--- src/rtl/dmem_access_master.sv ---
// dmem_access_master: initiator side of the data-memory read/write/ready
// handshake. Latches one pipeline load/store, screens func3 and alignment,
// pulses the controller enable once, follows ready low -> high and returns a
// one-cycle response. A watchdog aborts a transaction the controller never finishes.
module dmem_access_master #(
   parameter int ADDRESS_WIDTH  = 32,
   parameter int DATA_WIDTH     = 32,
   parameter int TIMEOUT_CYCLES = 64
) (
   input  logic                     clk,
   input  logic                     rst,
   input  logic                     req_valid,
   input  logic                     req_is_store,
   input  logic [2:0]               req_func3,
   input  logic [ADDRESS_WIDTH-1:0] req_addr,
   input  logic [DATA_WIDTH-1:0]    req_wdata,
   output logic                     stall,
   output logic                     resp_valid,
   output logic [DATA_WIDTH-1:0]    resp_rdata,
   output logic [1:0]               resp_err,
   output logic                     mem_read_En,
   output logic                     mem_write_En,
   output logic [2:0]               mem_func3,
   output logic [ADDRESS_WIDTH-1:0] mem_address,
   output logic [DATA_WIDTH-1:0]    mem_data_in,
   input  logic [DATA_WIDTH-1:0]    mem_data_out,
   input  logic                     mem_ready
);

   typedef enum logic [2:0] {
      ST_IDLE,
      ST_ISSUE,
      ST_WAIT_ACK,
      ST_WAIT_DONE,
      ST_RESP
   } state_t;

   localparam logic [1:0] ERR_OK        = 2'b00;
   localparam logic [1:0] ERR_MISALIGN  = 2'b01;
   localparam logic [1:0] ERR_FUNC3     = 2'b10;
   localparam logic [1:0] ERR_TIMEOUT   = 2'b11;

   // Timer counts 0 .. TIMEOUT_CYCLES-1; one spare bit keeps the compare simple.
   localparam int TW = $clog2(TIMEOUT_CYCLES) + 1;
   localparam logic [TW-1:0] TIMER_LAST = TW'(TIMEOUT_CYCLES - 1);

   state_t                   state_reg;
   logic                     is_store_reg;
   logic [2:0]               func3_reg;
   logic [ADDRESS_WIDTH-1:0] addr_reg;
   logic [DATA_WIDTH-1:0]    wdata_reg;
   logic [DATA_WIDTH-1:0]    rdata_reg;
   logic [1:0]               err_reg;
   logic [TW-1:0]            timer_reg;

   logic func3_ok;
   logic align_ok;
   logic timeout_hit;
   logic issue_fire;
   logic busy_state;

   // Legality of the incoming request, judged on the raw request so the
   // decision is ready on the latch cycle.
   always_comb begin
      func3_ok = 1'b0;
      align_ok = 1'b0;
      case (req_func3)
         3'b000: begin func3_ok = 1'b1;          align_ok = 1'b1;                   end
         3'b001: begin func3_ok = 1'b1;          align_ok = ~req_addr[0];           end
         3'b010: begin func3_ok = 1'b1;          align_ok = (req_addr[1:0] == 2'b00); end
         3'b100: begin func3_ok = ~req_is_store; align_ok = 1'b1;                   end
         3'b101: begin func3_ok = ~req_is_store; align_ok = ~req_addr[0];           end
         default: begin func3_ok = 1'b0;         align_ok = 1'b0;                   end
      endcase
   end

   assign timeout_hit = (timer_reg == TIMER_LAST);
   assign busy_state  = (state_reg == ST_ISSUE) || (state_reg == ST_WAIT_ACK) ||
                        (state_reg == ST_WAIT_DONE);

   // The enable goes out in the very cycle ready is seen high; it is suppressed
   // while the watchdog is aborting and in any cycle reset is asserted.
   assign issue_fire   = ~rst && (state_reg == ST_ISSUE) && mem_ready && ~timeout_hit;
   assign mem_read_En  = issue_fire & ~is_store_reg;
   assign mem_write_En = issue_fire &  is_store_reg;

   assign stall       = ~rst && (busy_state || ((state_reg == ST_IDLE) && req_valid));
   assign resp_valid  = ~rst && (state_reg == ST_RESP);
   assign resp_rdata  = rdata_reg;
   assign resp_err    = err_reg;
   assign mem_func3   = func3_reg;
   assign mem_address = addr_reg;
   assign mem_data_in = wdata_reg;

   // Transaction FSM: latch, issue, follow the ready handshake, respond.
   always_ff @(posedge clk) begin
      if (rst) begin
         state_reg    <= ST_IDLE;
         is_store_reg <= 1'b0;
         func3_reg    <= '0;
         addr_reg     <= '0;
         wdata_reg    <= '0;
         rdata_reg    <= '0;
         err_reg      <= ERR_OK;
         timer_reg    <= '0;
      end else begin
         case (state_reg)
            ST_IDLE: begin
               if (req_valid) begin
                  is_store_reg <= req_is_store;
                  func3_reg    <= req_func3;
                  addr_reg     <= req_addr;
                  wdata_reg    <= req_wdata;
                  timer_reg    <= '0;
                  if (!func3_ok) begin
                     err_reg   <= ERR_FUNC3;
                     rdata_reg <= '0;
                     state_reg <= ST_RESP;
                  end else if (!align_ok) begin
                     err_reg   <= ERR_MISALIGN;
                     rdata_reg <= '0;
                     state_reg <= ST_RESP;
                  end else begin
                     state_reg <= ST_ISSUE;
                  end
               end
            end
            ST_ISSUE: begin
               timer_reg <= timer_reg + 1'b1;
               if (timeout_hit) begin
                  err_reg   <= ERR_TIMEOUT;
                  rdata_reg <= '0;
                  state_reg <= ST_RESP;
               end else if (mem_ready) begin
                  state_reg <= ST_WAIT_ACK;
               end
            end
            ST_WAIT_ACK: begin
               timer_reg <= timer_reg + 1'b1;
               if (timeout_hit) begin
                  err_reg   <= ERR_TIMEOUT;
                  rdata_reg <= '0;
                  state_reg <= ST_RESP;
               end else if (!mem_ready) begin
                  state_reg <= ST_WAIT_DONE;
               end
            end
            ST_WAIT_DONE: begin
               timer_reg <= timer_reg + 1'b1;
               // Completion wins over a watchdog expiring in the same cycle.
               if (mem_ready) begin
                  err_reg   <= ERR_OK;
                  rdata_reg <= is_store_reg ? '0 : mem_data_out;
                  state_reg <= ST_RESP;
               end else if (timeout_hit) begin
                  err_reg   <= ERR_TIMEOUT;
                  rdata_reg <= '0;
                  state_reg <= ST_RESP;
               end
            end
            ST_RESP: begin
               state_reg <= ST_IDLE;
            end
            default: begin
               state_reg <= ST_IDLE;
            end
         endcase
      end
   end

endmodule

--- config.mk ---
export PLATFORM = sky130hd
export DESIGN_NAME = dmem_access_master
export DESIGN_NICKNAME = d
export VERILOG_FILES = /design/src/rtl/dmem_access_master.sv
export SDC_FILE = /design/constraint.sdc
export NUM_CORES = 1
export LEC_CHECK = 0
export CAP_MARGIN = 15
export CORE_UTILIZATION = 39
export CTS_CLUSTER_SIZE = 20
export DETAILED_ROUTE_END_ITERATION = 10
export HOLD_SLACK_MARGIN = 0.05
export PLACE_DENSITY = 0.82
export SLEW_MARGIN = 40
export SYNTH_ARGS = -nofsm -noshare
export SYNTH_HDL_FRONTEND = slang
export SYNTH_SLANG_ARGS = --single-unit
--- constraint.sdc ---
create_clock -name clk -period 2.95 [get_ports clk]
set_clock_uncertainty 0.2 [all_clocks]
set_input_delay 0.59 -clock clk [delete_from_list [all_inputs] [get_ports clk]]
set_output_delay 0.59 -clock clk [all_outputs]
set_load 0.02 [all_outputs]
**Word-level counts from Yosys, hierarchy flattened**

Cells that the tools add are included.

- Bits in registers: 112
- Input port bits: 104
- Output and inout bits: 105

- Add/sub/neg operators: 1
- Equal/unequal tests: 14
- Bitwise gates (word level): 7
- Multiplexer cells: 27
- Reductions and logical operators: 24

Operator list:

| kind | number |
|---|---|
| $mux W32 | 6 |
| $pmux W32 S3 | 1 |
| $mux W3 | 9 |
| $pmux W7 S2 | 1 |
| $ne A3 B3 Y1 const B | 4 |
| $pmux W3 S4 | 1 |
| $mux W2 | 5 |
| $eq A3 B2 Y1 const B | 3 |
| $eq A3 B3 Y1 const B | 3 |
| $reduce_or A2 Y1 | 4 |
| $add A7 B1 Y7 const B | 1 |
| $eq A7 B6 Y1 const B | 1 |
| $mux W7 | 1 |
| $eq A3 B1 Y1 const B | 2 |
| $logic_and A1 B1 Y1 | 6 |
| $logic_not A3 Y1 | 2 |
| $pmux W2 S3 | 1 |
| $reduce_or A3 Y1 | 2 |
| $not A1 Y1 | 5 |
| $reduce_and A2 Y1 | 2 |
| $reduce_and A4 Y1 | 1 |
| $logic_or A1 B1 Y1 | 3 |
| $pmux W1 S3 | 1 |
| $reduce_and A3 Y1 | 1 |
| other kinds (6) | 7 |

**Longest topological paths before layout**

Gate-level depths: netlist of the first run.

- Depth after elaboration: 7
- Gate-level depth with buffers: 7
- Mapped depth without buffers: 5

**Worst setup path before layout of the first run**

No wires, ideal clock.

- Kind: input -> output
- Start: input rst
- End: output mem_write_En
- Setup slack: 0.265 ns
- Data required time: 2.160 ns
- Stages on the path: 3
- Data arrival time: 1.895 ns
- Path buffers: 1
- Cell sequence: clkbuf_1 -> or3_1 -> nor4b_1

- Cells in the longest elaborated chain, start to end: 5

Ends and longest elaborated chain:

| item | RTL line | source |
|---|---|---|
| from (decl) | 11 | `input logic rst,` |
| $not A1 Y1 | 83 | `assign issue_fire = ~rst && (state_reg == ST_ISSUE) && mem_ready && ~timeout_hit;` |
| $logic_and A1 B1 Y1 (3 in series) | 83 |  |
| $and A1 B1 Y1 | 85 | `assign mem_write_En = issue_fire & is_store_reg;` |
| to (decl) | 22 | `output logic mem_write_En,` |

Every way passes these cells.

**Final worst setup path of the first run**

- Start: register timer_reg[0]
- End: output mem_write_En

- Cells in the longest elaborated chain, start to end: 4

Ends and longest elaborated chain:

| item | RTL line | source |
|---|---|---|
| from (decl) | 54 | `logic [TW-1:0] timer_reg;` |
| from (signal assigned) | 129 | `timer_reg <= timer_reg + 1'b1;` |
| from (signal assigned) | 139 | `timer_reg <= timer_reg + 1'b1;` |
| from (signal assigned) | 149 | `timer_reg <= timer_reg + 1'b1;` |
| $eq A7 B6 Y1 | 77 | `assign timeout_hit = (timer_reg == TIMER_LAST);` |
| $not A1 Y1 | 83 |  |
| $logic_and A1 B1 Y1 | 83 |  |
| $and A1 B1 Y1 | 85 |  |

Every way passes these cells.

==> insert_results.sql, run 1 <==
INSERT INTO impl_metrics (metric_group, metric, value, unit) VALUES
('placed_design', 'number_of_buffers_added_on_ports', '208', ''),
('routing', 'drtIter0Drc', '112', ''),
('worst_setup_path', 'biggest_cell_delay_along_the_critical_path', '0.36', 'ns'),
('synth', 'async_flop_share', '0', '%'),
('clocking', 'insertion_delay', '0.37', 'ns'),
('placed_design', 'gpl.final_weighted_congestion', '0.808', ''),
('floorplan', 'initial_core_util', '40.3', '%'),
('synth', 'ys_warn_count', '0', ''),
('clocking', 'ctsLongestPathBuffers', '2', ''),
('global_route', 'grt_start_max_net_pins', '70', ''),
('global_route', 'grt_pass1_vias', '3558', ''),
('synth', 'mappedNetlistArea', '0.00394', 'mm2'),
('worst_setup_path', 'critical_path.startpoint_type', 'flop', ''),
('synth', 'synth_sequential_area_ratio', '56.9', '%'),
('placed_design', 'detailed_place_hpwl', '8260', 'um'),
('worst_setup_path', 'cp.required', '2.16', 'ns'),
('synth', 'synthDominantCellAreaShare', '56.9', '%'),
('run_status', 'run_status', 'completed', ''),
('pwr', 'net-switching-power', '0.843', 'mW'),
('global_route', 'antenna_found_initial', '0', ''),
('timing', 'final-hold-violation-count', '0', ''),
('pwr', 'power_density', '492', 'mW/mm2'),
('synth', 'synth_enable_flop_cells', '0', ''),
('worst_setup_path', 'regToRegEndpoint', 'resp_rdata[2]$_SDFFE_PP0P_', ''),
('floorplan', 'die-width', '103', 'um'),
('global_route', 'grt_usage', '21.0', '%'),
('routing', 'routed_wire_length_per_instance', '14.3', 'um'),
('timing', 'timing.setup.tns', '0', 'ns'),
('pwr', 'ir_worst_vdd', '368', 'uV'),
('clocking', 'clk_root_buffer_cell', 'clkbuf_8', ''),
('worst_setup_path', 'critical_path.reg2reg.startpoint', 'state_reg[2]$_SDFFE_PP0P_', ''),
('timing', 'final_max_slew_viol_count', '0', ''),
('timing', 'final.hold.worst_slack', '0.259', 'ns'),
('worst_setup_path', 'crit_path_cell_trace', 'ha_1, nand4_1, nor2_1, or3_1, nor4b_1, clkbuf_2', ''),
('pwr', 'combPwrFrac', '19.9', '%'),
('pwr', 'pwr-share-seq', '52.1', '%'),
('clocking', 'h-tree-depth', '3', ''),
('worst_setup_path', 'setup_cp_type', 'flop to output port', ''),
('timing', 'clock.fmax', '359', 'MHz'),
('floorplan', 'top_level_ports', '209', ''),
('timing', 'timing.slew.headroom', '52.9', '%'),
('routing', 'route.detailed.vias_per_inst', '4.89', ''),
('floorplan', 'fp-row-count', '36', ''),
('worst_setup_path', 'worst-endpoint-arrival', '2.00', 'ns'),
('synth', 'syn_area_per_cell', '8.86', 'um2'),
('routing', 'drcViolationCount', '0', ''),
('synth', 'synth.area.top_cells', 'dfxtp_1 (57%), nand2_1 (14%), a21oi_1 (8.9%)', ''),
('clocking', 'clock_tree_from_tritoncts', 'done', ''),
('hold_path', 'whs_endpoint', 'mem_data_in[20]$_SDFFE_PP0P_', ''),
('clocking', 'buffers_inserted_by_post_cts_timing_repair', '0', ''),
('finish', 'drive_gt1_share', '5.86', '%'),
('finish', 'areaGrowthSynthToFinish', '61.1', '%'),
('routing', 'detail_route.first_pass.iterations', '5', ''),
('timing', 'timing.final.setup_violations', '0', ''),
('global_route', 'gr-total-overflow', '0', ''),
('timing', 'period_share', '94.5', '%'),
('worst_setup_path', 'cp_top_family', 'simple AND/OR/NAND/NOR gates', ''),
('clocking', 'cts_hold_buffers', '0', ''),
('finish', 'finish.net_count', '749', ''),
('pwr', 'p_int', '2.28', 'mW'),
('synth', 'synth_flop_cell', 'dfxtp_1', ''),
('pwr', 'report.power.total', '3.13', 'mW'),
('timing', 'rsz0062_at_grt', 'false', ''),
('clocking', 'cts.clk_slew.worst_paths', '0.10', 'ns'),
('hold_path', 'hold_path_startpoint', 'mem_data_in[20]$_SDFFE_PP0P_', ''),
('floorplan', 'core_area', '0.00977', 'mm2'),
('floorplan', 'dieHeight', '103', 'um'),
('pwr', 'power.switching_fraction', '27.0', '%'),
('global_route', 'grt_first_pass_wirelength', '17100', 'um'),
('flow_run', 'cap_viol_max_count', '0', ''),
('clocking', 'tritoncts_num_sinks', '112', '');
-- what timing repair did --
item | 4_1_cts | 5_1_grt
setup endpoints to repair | 2 | 3
endpoints found under the hold margin | 0 | 0
gates resized for setup | 4 | 5
-- power by group through the flow --
stage	clock network (mW)	logic, mW	registers [mW]
floorplan	0	0.202	1.74
global placement	0	0.614	1.66
detailed placement	0	0.625	1.66
CTS	0.911	0.628	1.63
global route	0.970	0.671	1.64
finish	0.875	0.622	1.63
-- cell usage in the layout (no fill, tap or decap), types with 4 or more instances in the layout --
cell type,instances
nand2_1,142
xnor2_1,4
buf_4,12
a22o_1,32
a21oi_1,70
clkdlybuf4s50_1,205
nor2_1,15
clkbuf_8,12
dfxtp_1,112
nor3_1,4
-- layout make-up --
| cell class | instances | area (um2) | share of cell area (%) |
|---|---|---|---|
| clock buffer | 13 | 169 | 2.66 |
| sequential | 112 | 2240 | 35.3 |
| tap | 133 | 166 | 2.62 |
| clock inverter | 3 | 25.0 | 0.394 |
| multi-input combinational | 300 | 1570 | 24.7 |
| timing repair buffer | 221 | 2180 | 34.3 |
-- routing by layer --
metal / GRT usage (%) / up-vias / routed length [um]
li1: - / 1898 / -
met1: 23.5 / 1754 / 4360
met2: 35.9 / 149 / 5500
met3: 8.34 / 20 / 1060
met4: 7.91 / 0 / 247
met5: 0 / - / 0
-- cell families (layout without fill, tap and decap cells) --
family,after synthesis,in the layout,synth area share (%)
flops,112,112,56.9
xor+xnor,6,6,1.33
compound gates,115,115,18.7
buf+inv,33,237,4.00
simple gates,178,178,18.8
fa+ha+maj,1,1,0.317
-- worst max-delay path by stage --
stage	start	end	depth (start not counted)
5_1_grt	timer_reg[1]$_SDFFE_PP0P_	mem_write_En	6
3_3_place_gp	mem_ready	mem_write_En	4
3_5_place_dp	req_valid	resp_rdata[0]$_SDFFE_PP0P_	6
2_1_floorplan	rst	mem_write_En	3
4_1_cts	timer_reg[1]$_SDFFE_PP0P_	mem_write_En	6
6_report	timer_reg[0]$_SDFFE_PP0P_	mem_write_En	6
-- worst reg2reg max path: cells and delay by family, from the launching register on --
| kind | cells | cell delay (ns) |
|---|---|---|
| DFF | 1 | 0.32 |
| buffers and inverters | 2 | 0.35 |
| AOI/OAI and AO/OA | 2 | 0.34 |
| and+or+nand+nor | 2 | 1.06 |
-- per-stage QoR --
step                      area [um2]  std cells  worst slack (ns)  utilization (%)
after floorplan                 3940        445             0.265                -
after global placement          6160        766            0.0505             63.0
after detailed placement        6160        766            0.0383             63.0
after CTS                       6350        782           0.00917             65.0
after global routing            6350        782           0.00377             65.0
final                           6350        782             0.163             65.0
No activity file was read; power rests on OpenSTA's default activity.
==> run 2, diff against run 1 <==
- GPL_TIMING_DRIVEN: not set -> 0
- SKIP_LAST_GASP: not set -> 1
==> run 2 against run 1 <==
  * First-iteration DRC count up 52%
  * Total power up 5.1%
  * Sequential share of layout area down 0.44 points
  * Sequential cell count unchanged
  * Die area unchanged
  * Non-clock buffer count up 19
  * Global-route usage up 1.7 points
  * Via count up 3.9%
  * Final area up 1.3%
  * Critical path type unchanged
  * Largest cell class unchanged
==> insert_results.sql, run 2 (synthesis results as in run 1) <==
INSERT INTO impl_metrics (metric_group, metric, value, unit) VALUES
('worst_setup_path', 'crit_path_top_delay_cell', 'or3_1', ''),
('worst_setup_path', 'worst-endpoint-arrival', '2.05', 'ns'),
('pwr', 'power_density', '511', 'mW/mm2'),
('finish', 'mostFrequentLayoutCell', 'clkdlybuf4s50_1', ''),
('global_route', 'grt_usage', '22.7', '%'),
('timing', 'rsz0062_at_grt', 'false', ''),
('finish', 'areaGrowthSynthToFinish', '63.1', '%'),
('timing', 'final-hold-violation-count', '0', ''),
('routing', 'totalWireLength', '11900', 'um'),
('clocking', 'ctsResizeCount', '9', ''),
('routing', 'detail_route.first_pass.iterations', '4', ''),
('global_route', 'grt_first_pass_wirelength', '18500', 'um'),
('floorplan', 'die-width', '103', 'um'),
('pwr', 'ir_worst_vdd', '327', 'uV'),
('clocking', 'cts_hold_buffers', '0', ''),
('timing', 'final_period_minus_worst_setup_slack', '2.84', 'ns'),
('placed_design', 'detailed_place_hpwl', '9300', 'um'),
('global_route', 'grt_start_max_net_pins', '19', ''),
('timing', 'timing.setup.tns', '0', 'ns'),
('worst_setup_path', 'cp_top_family', 'simple AND/OR/NAND/NOR gates', ''),
('finish', 'layout_common_cells', 'clkdlybuf4s50_1 (205), nand2_1 (142), dfxtp_1 (112)', ''),
('finish', 'finish.net_count', '768', ''),
('finish', 'antenna_fix_cells', '0', ''),
('clocking', 'clk_root_buffer_cell', 'clkbuf_8', ''),
('clocking', 'ctsLongestPathBuffers', '2', ''),
('floorplan', 'fp-row-count', '36', ''),
('floorplan', 'initial_core_util', '40.3', '%'),
('clocking', 'cts-buffers-inserted', '9', ''),
('routing', 'drtAntennaViolNets', '0', ''),
('routing', 'routed_wire_length_per_instance', '14.8', 'um'),
('worst_setup_path', 'cp.required', '2.16', 'ns'),
('global_route', 'gr-total-overflow', '0', ''),
('timing', 'clock.fmax', '353', 'MHz'),
('timing', 'timing.final.setup_violations', '0', ''),
('finish', 'area_taken_by_multi_input_logic_gates', '0.00158', 'mm2'),
('floorplan', 'top_level_ports', '209', ''),
('flow_run', 'cap_viol_max_count', '0', ''),
('finish', 'layout.area.seq', '0.00224', 'mm2'),
('timing', 'final_max_slew_viol_count', '0', ''),
('placed_design', 'placed_cells', '785', ''),
('clocking', 'h-tree-depth', '3', ''),
('routing', 'drtIter0Drc', '170', ''),
('routing', 'drcViolationCount', '0', ''),
('clocking', 'insertion_delay', '0.37', 'ns'),
('worst_setup_path', 'critical_path_peak_fanout', '4', ''),
('global_route', 'grt_pass1_vias', '3981', ''),
('clocking', 'clock_tree_from_tritoncts', 'done', ''),
('timing', 'period_share', '96.1', '%'),
('clocking', 'tritoncts_num_sinks', '112', ''),
('worst_setup_path', 'rr_worst_depth', '7', ''),
('floorplan', 'core_area', '0.00977', 'mm2'),
('floorplan', 'dieHeight', '103', 'um'),
('finish', 'fill_cells', '795', ''),
('worst_setup_path', 'biggest_cell_delay_along_the_critical_path', '0.37', 'ns'),
('placed_design', 'gpl.final_weighted_congestion', '0.776', ''),
('clocking', 'buffers_inserted_by_post_cts_timing_repair', '0', ''),
('routing', 'route.detailed.vias_per_inst', '4.96', ''),
('clocking', 'cts.clk_slew.worst_paths', '0.11', 'ns'),
('finish', 'finalNonFillerCells', '801', ''),
('worst_setup_path', 'setup_cp_type', 'flop to output port', ''),
('worst_setup_path', 'crit_cells', '6', ''),
('timing', 'timing.slew.headroom', '57.6', '%'),
('floorplan', 'die_area', '0.0105', 'mm2'),
('global_route', 'antenna_found_initial', '0', ''),
('pwr', 'static_leak', '2.38', 'nW'),
('placed_design', 'number_of_buffers_added_on_ports', '207', ''),
('worst_setup_path', 'critical_path.startpoint_type', 'flop', ''),
('worst_setup_path', 'crit_path_cell_trace', 'ha_1, nand4_1, nor2_1, or3_1, nor4b_2, buf_2', ''),
('hold_path', 'min_path_cells', '2', ''),
('worst_setup_path', 'worstSetupEndpointType', 'output port', ''),
('routing', 'routed-via-count', '3969', ''),
('run_status', 'run_status', 'completed', ''),
('worst_setup_path', 'crit_buf_inv', '1', ''),
('timing', 'worstMarginPinSlew', '0.630', 'ns'),
('finish', 'drive_gt1_share', '4.79', '%'),
('hold_path', 'hold_path.class', 'flop to flop', '');
-- run 2: changes by cell type in the layout (fill, tap and decap cells not counted), moves of 2 or more --
cell | before | now
clkinv_4 | 2 | 0
bufinv_16 | 0 | 2
clkbuf_8 | 12 | 10
nor4b_2 | 0 | 2
buf_6 | 0 | 4
nor4b_1 | 2 | 0
buf_2 | 1 | 5
clkbuf_1 | 1 | 24
buf_1 | 0 | 3
clkbuf_2 | 2 | 0
inv_6 | 0 | 2
buf_4 | 12 | 0
-- run 2: through the flow --
step	setup slack, ns	instance area (um2)	hold WS [ns]	utilization [%]	power [mW]
3_5_place_dp	0.0220	6190	0.246	63.3	2.30
4_1_cts	0.0183	6410	0.259	65.6	3.32
6_report	0.114	6430	0.259	65.8	3.28
3_3_place_gp	0.00626	6180	0.240	63.2	2.27
5_1_grt	0.0169	6430	0.277	65.8	3.43
2_1_floorplan	0.265	3940	0.258	-	1.95
-- run 2: tightest hold or removal path, cell delays in order (launching register included) --
cell and delay [ns]:
dfxtp_1 0.32, nand2_1 0.05, a21oi_1 0.05
-- run 2: metal layers --
| layer | vias up | wire length (um) | GRT usage (%) | part of all wire [%] |
|---|---|---|---|---|
| met3 | 22 | 1040 | 7.73 | 8.7 |
| met4 | 0 | 234 | 9.23 | 2.0 |
| li1 | 1939 | - | - | - |
| met1 | 1852 | 4520 | 23.6 | 38 |
| met2 | 156 | 6100 | 41.6 | 51 |
| met5 | - | 0 | 0 | 0 |
-- run 2: final timing paths --
kind                                startpoint                            to  slack [ns]
hold / removal    mem_address[29]$_SDFFE_PP0P_  mem_address[29]$_SDFFE_PP0P_        0.26
setup / recovery     timer_reg[0]$_SDFFE_PP0P_                  mem_write_En        0.11
setup reg to reg     state_reg[0]$_SDFFE_PP0P_   resp_rdata[21]$_SDFFE_PP0P_        0.59
hold reg to reg   mem_address[29]$_SDFFE_PP0P_  mem_address[29]$_SDFFE_PP0P_        0.26
-- run 2: area by class of cell --
type                    instances  area share, %
well taps                     133           2.59
plain buffers                  33           2.45
repair buffers                207           32.1
clock inverters                 5           1.32
flip-flops and latches        112           34.9
multi-input cells             300           24.5
clock buffers                  11           2.20
-- run 2: power by group --
group	total, mW	switching, mW	internal (mW)	leakage (nW)
registers	1.63	0.0386	1.59	0.914
logic	0.640	0.322	0.318	1.36
clock network	1.02	0.509	0.508	0.111
total	3.28	0.870	2.41	2.38
==> run 3, diff against run 2 <==
- CAP_MARGIN: 15 -> not set
- PLACE_DENSITY: 0.82 -> not set
- PLACE_DENSITY_LB_ADDON: not set -> 0.08
==> run 3 against run 2 <==
  * Setup slack gained 0.011 ns
  * Hold slack barely moved
  * Largest power group unchanged
  * Critical path type unchanged
  * Register-to-register slack improved by 0.03 ns
  * Clock power shrank 9%
  * First-iteration DRC count is 28% lower
  * Non-clock buffer count stayed put
  * Fmax rose by 0.38%
  * Critical endpoint unchanged
  * Highest routed layer unchanged
  * Via count decreased by 1.9%
==> insert_results.sql, run 3 (synthesis results as in run 1) <==
INSERT INTO impl_metrics (metric_group, metric, value, unit) VALUES
('clocking', 'buffers_inserted_by_post_cts_timing_repair', '0', ''),
('floorplan', 'initial_core_util', '40.3', '%'),
('placed_design', 'detailed_place_hpwl', '8650', 'um'),
('global_route', 'antenna_found_initial', '0', ''),
('worst_setup_path', 'setup_cp_type', 'flop to output port', ''),
('clocking', 'insertion_delay', '0.36', 'ns'),
('flow_run', 'cap_viol_max_count', '0', ''),
('pwr', 'power_density', '499', 'mW/mm2'),
('worst_setup_path', 'critical_path.startpoint_type', 'flop', ''),
('timing', 'clock.fmax', '354', 'MHz'),
('finish', 'mostFrequentLayoutCell', 'clkdlybuf4s50_1', ''),
('finish', 'finish.net_count', '768', ''),
('placed_design', 'placement.cell_area', '0.00619', 'mm2'),
('routing', 'route.detailed.vias_per_inst', '4.86', ''),
('pwr', 'pwr-share-seq', '51.0', '%'),
('clocking', 'h-tree-depth', '3', ''),
('routing', 'totalWireLength', '11300', 'um'),
('clocking', 'tritoncts_num_sinks', '112', ''),
('worst_setup_path', 'critical_path_peak_fanout', '4', ''),
('worst_setup_path', 'worstSetupEndpointType', 'output port', ''),
('clocking', 'cts-buffers-inserted', '9', ''),
('clocking', 'cts_hold_buffers', '0', ''),
('floorplan', 'core_area', '0.00977', 'mm2'),
('routing', 'routed-via-count', '3893', ''),
('routing', 'drtIter0Drc', '123', ''),
('placed_design', 'gpl.final_weighted_congestion', '0.746', ''),
('routing', 'drtAntennaViolNets', '0', ''),
('routing', 'detail_route.first_pass.iterations', '6', ''),
('clocking', 'ctsLongestPathBuffers', '2', ''),
('floorplan', 'die-width', '103', 'um'),
('floorplan', 'fp-row-count', '36', ''),
('floorplan', 'dieHeight', '103', 'um'),
('pwr', 'share_clk_of_total_power', '29.2', '%'),
('timing', 'final-hold-violation-count', '0', ''),
('worst_setup_path', 'biggest_cell_delay_along_the_critical_path', '0.35', 'ns'),
('placed_design', 'pre_cts_slack', '-0.00000600', 'ns'),
('timing', 'timing.final.setup_violations', '0', ''),
('pwr', 'ir_worst_vdd', '309', 'uV'),
('run_status', 'run_status', 'completed', ''),
('routing', 'routed_wire_length_per_instance', '14.1', 'um'),
('pwr', 'power.switching_fraction', '27.0', '%'),
('timing', 'final_period_minus_worst_setup_slack', '2.83', 'ns'),
('worst_setup_path', 'worst-endpoint-arrival', '2.04', 'ns'),
('finish', 'layout_common_cells', 'clkdlybuf4s50_1 (205), nand2_1 (142), dfxtp_1 (112)', ''),
('finish', 'areaGrowthSynthToFinish', '62.0', '%'),
('floorplan', 'top_level_ports', '209', ''),
('clocking', 'clock_tree_from_tritoncts', 'done', ''),
('worst_setup_path', 'crit_path_top_delay_cell', 'or3_1', ''),
('timing', 'final_max_slew_viol_count', '0', ''),
('global_route', 'grt_first_pass_wirelength', '17300', 'um'),
('hold_path', 'hold_path.class', 'flop to flop', ''),
('global_route', 'grt_usage', '21.2', '%'),
('pwr', 'net-switching-power', '0.861', 'mW'),
('clocking', 'cts.clk_slew.worst_paths', '0.10', 'ns'),
('timing', 'timing.slew.headroom', '44.6', '%'),
('timing', 'fin_ws', '0.125', 'ns'),
('finish', 'drive_gt1_share', '4.49', '%'),
('pwr', 'static_leak', '2.36', 'nW'),
('routing', 'drcViolationCount', '0', ''),
('timing', 'rsz0062_at_grt', 'false', ''),
('global_route', 'grt_pass1_vias', '3741', ''),
('floorplan', 'die_area', '0.0105', 'mm2'),
('worst_setup_path', 'crit_path_cell_trace', 'ha_1, nand4_1, nor2_1, or3_1, nor4b_1, buf_2', ''),
('pwr', 'p_int', '2.33', 'mW'),
('timing', 'worstMarginPinSlew', '0.828', 'ns'),
('worst_setup_path', 'cp.required', '2.16', 'ns'),
('global_route', 'gr-total-overflow', '0', ''),
('worst_setup_path', 'crit_buf_inv', '1', ''),
('worst_setup_path', 'cp_top_family', 'simple AND/OR/NAND/NOR gates', ''),
('placed_design', 'number_of_buffers_added_on_ports', '207', ''),
('finish', 'antenna_fix_cells', '0', ''),
('timing', 'period_share', '95.8', '%'),
('global_route', 'grt_start_max_net_pins', '19', ''),
('finish', 'fill_cells', '852', ''),
('pwr', 'combPwrFrac', '19.8', '%'),
('finish', 'final_standard_cell_area_without_fillers', '0.00639', 'mm2'),
('clocking', 'clk_root_buffer_cell', 'clkbuf_8', '');
## run 3: cell count changes in the layout (fill, tap and decap cells not counted)
cell | before | now
nor4b_1 | 0 | 2
inv_6 | 2 | 1
nor4b_4 | 1 | 0
bufinv_16 | 2 | 1
nor4b_2 | 2 | 1
clkinv_4 | 0 | 2
## run 3: worst reg2reg max path, cell delays in order (launching register included)
cell      delay [ns]
dfxtp_1         0.31
buf_2           0.16
nor4b_2         0.74
clkbuf_1        0.46
o21ai_0         0.18
o31a_1          0.14
nor2_1          0.09
## run 3: stage by stage
| step | std cells | hold WS (ns) | util [%] | setup TNS (ns) | total power, mW |
|---|---|---|---|---|---|
| 4_1_cts | 801 | 0.260 | 65.4 | -0.00963 | 3.22 |
| 3_5_place_dp | 785 | 0.246 | 63.3 | -0.00000600 | 2.29 |
| 3_3_place_gp | 785 | 0.241 | 63.2 | 0 | 2.28 |
| 6_report | 801 | 0.259 | 65.3 | 0 | 3.19 |
| 2_1_floorplan | 445 | 0.258 | - | 0 | 1.95 |
| 5_1_grt | 801 | 0.278 | 65.3 | 0 | 3.34 |
## run 3: area by class of cell
cell class / count / area, um2 / area share (%)
timing repair buffer: 207 / 2060 / 32.3
tap: 133 / 166 / 2.61
buffer: 33 / 158 / 2.47
clock buffer: 11 / 141 / 2.21
sequential: 112 / 2240 / 35.1
clock inverter: 5 / 63.8 / 0.999
multi-input combinational: 300 / 1550 / 24.3
## run 3: power groups by stage
stage / Sequential [mW] / Combinational, mW / Clock, mW
5_1_grt: 1.63 / 0.685 / 1.02
4_1_cts: 1.63 / 0.636 / 0.957
3_5_place_dp: 1.66 / 0.634 / 0
3_3_place_gp: 1.66 / 0.621 / 0
2_1_floorplan: 1.74 / 0.202 / 0
6_report: 1.62 / 0.630 / 0.931
## run 3: final timing paths
kind,from,end,slack [ns],cells after the start
worst max-delay path,timer_reg[0]$_SDFFE_PP0P_,mem_write_En,0.12,6
worst min-delay path,mem_data_in[25]$_SDFFE_PP0P_,mem_data_in[25]$_SDFFE_PP0P_,0.26,2
worst max register to register,state_reg[0]$_SDFFE_PP0P_,state_reg[0]$_SDFFE_PP0P_,0.62,6
worst min register to register,mem_data_in[25]$_SDFFE_PP0P_,mem_data_in[25]$_SDFFE_PP0P_,0.26,2
## run 3: layer usage
layer	track usage, %	vias to the layer above	share of wire, %
li1	-	1934	-
met3	7.80	17	9.2
met2	36.9	138	50
met1	23.8	1804	39
met5	0	-	0
met4	7.25	0	1.5
## run 3: repair_timing
| item | 4_1_cts | 5_1_grt |
|---|---|---|
| resized for setup | 8 | 3 |
| endpoints found under the setup margin | 2 | 3 |
| gates cloned | 0 | 0 |
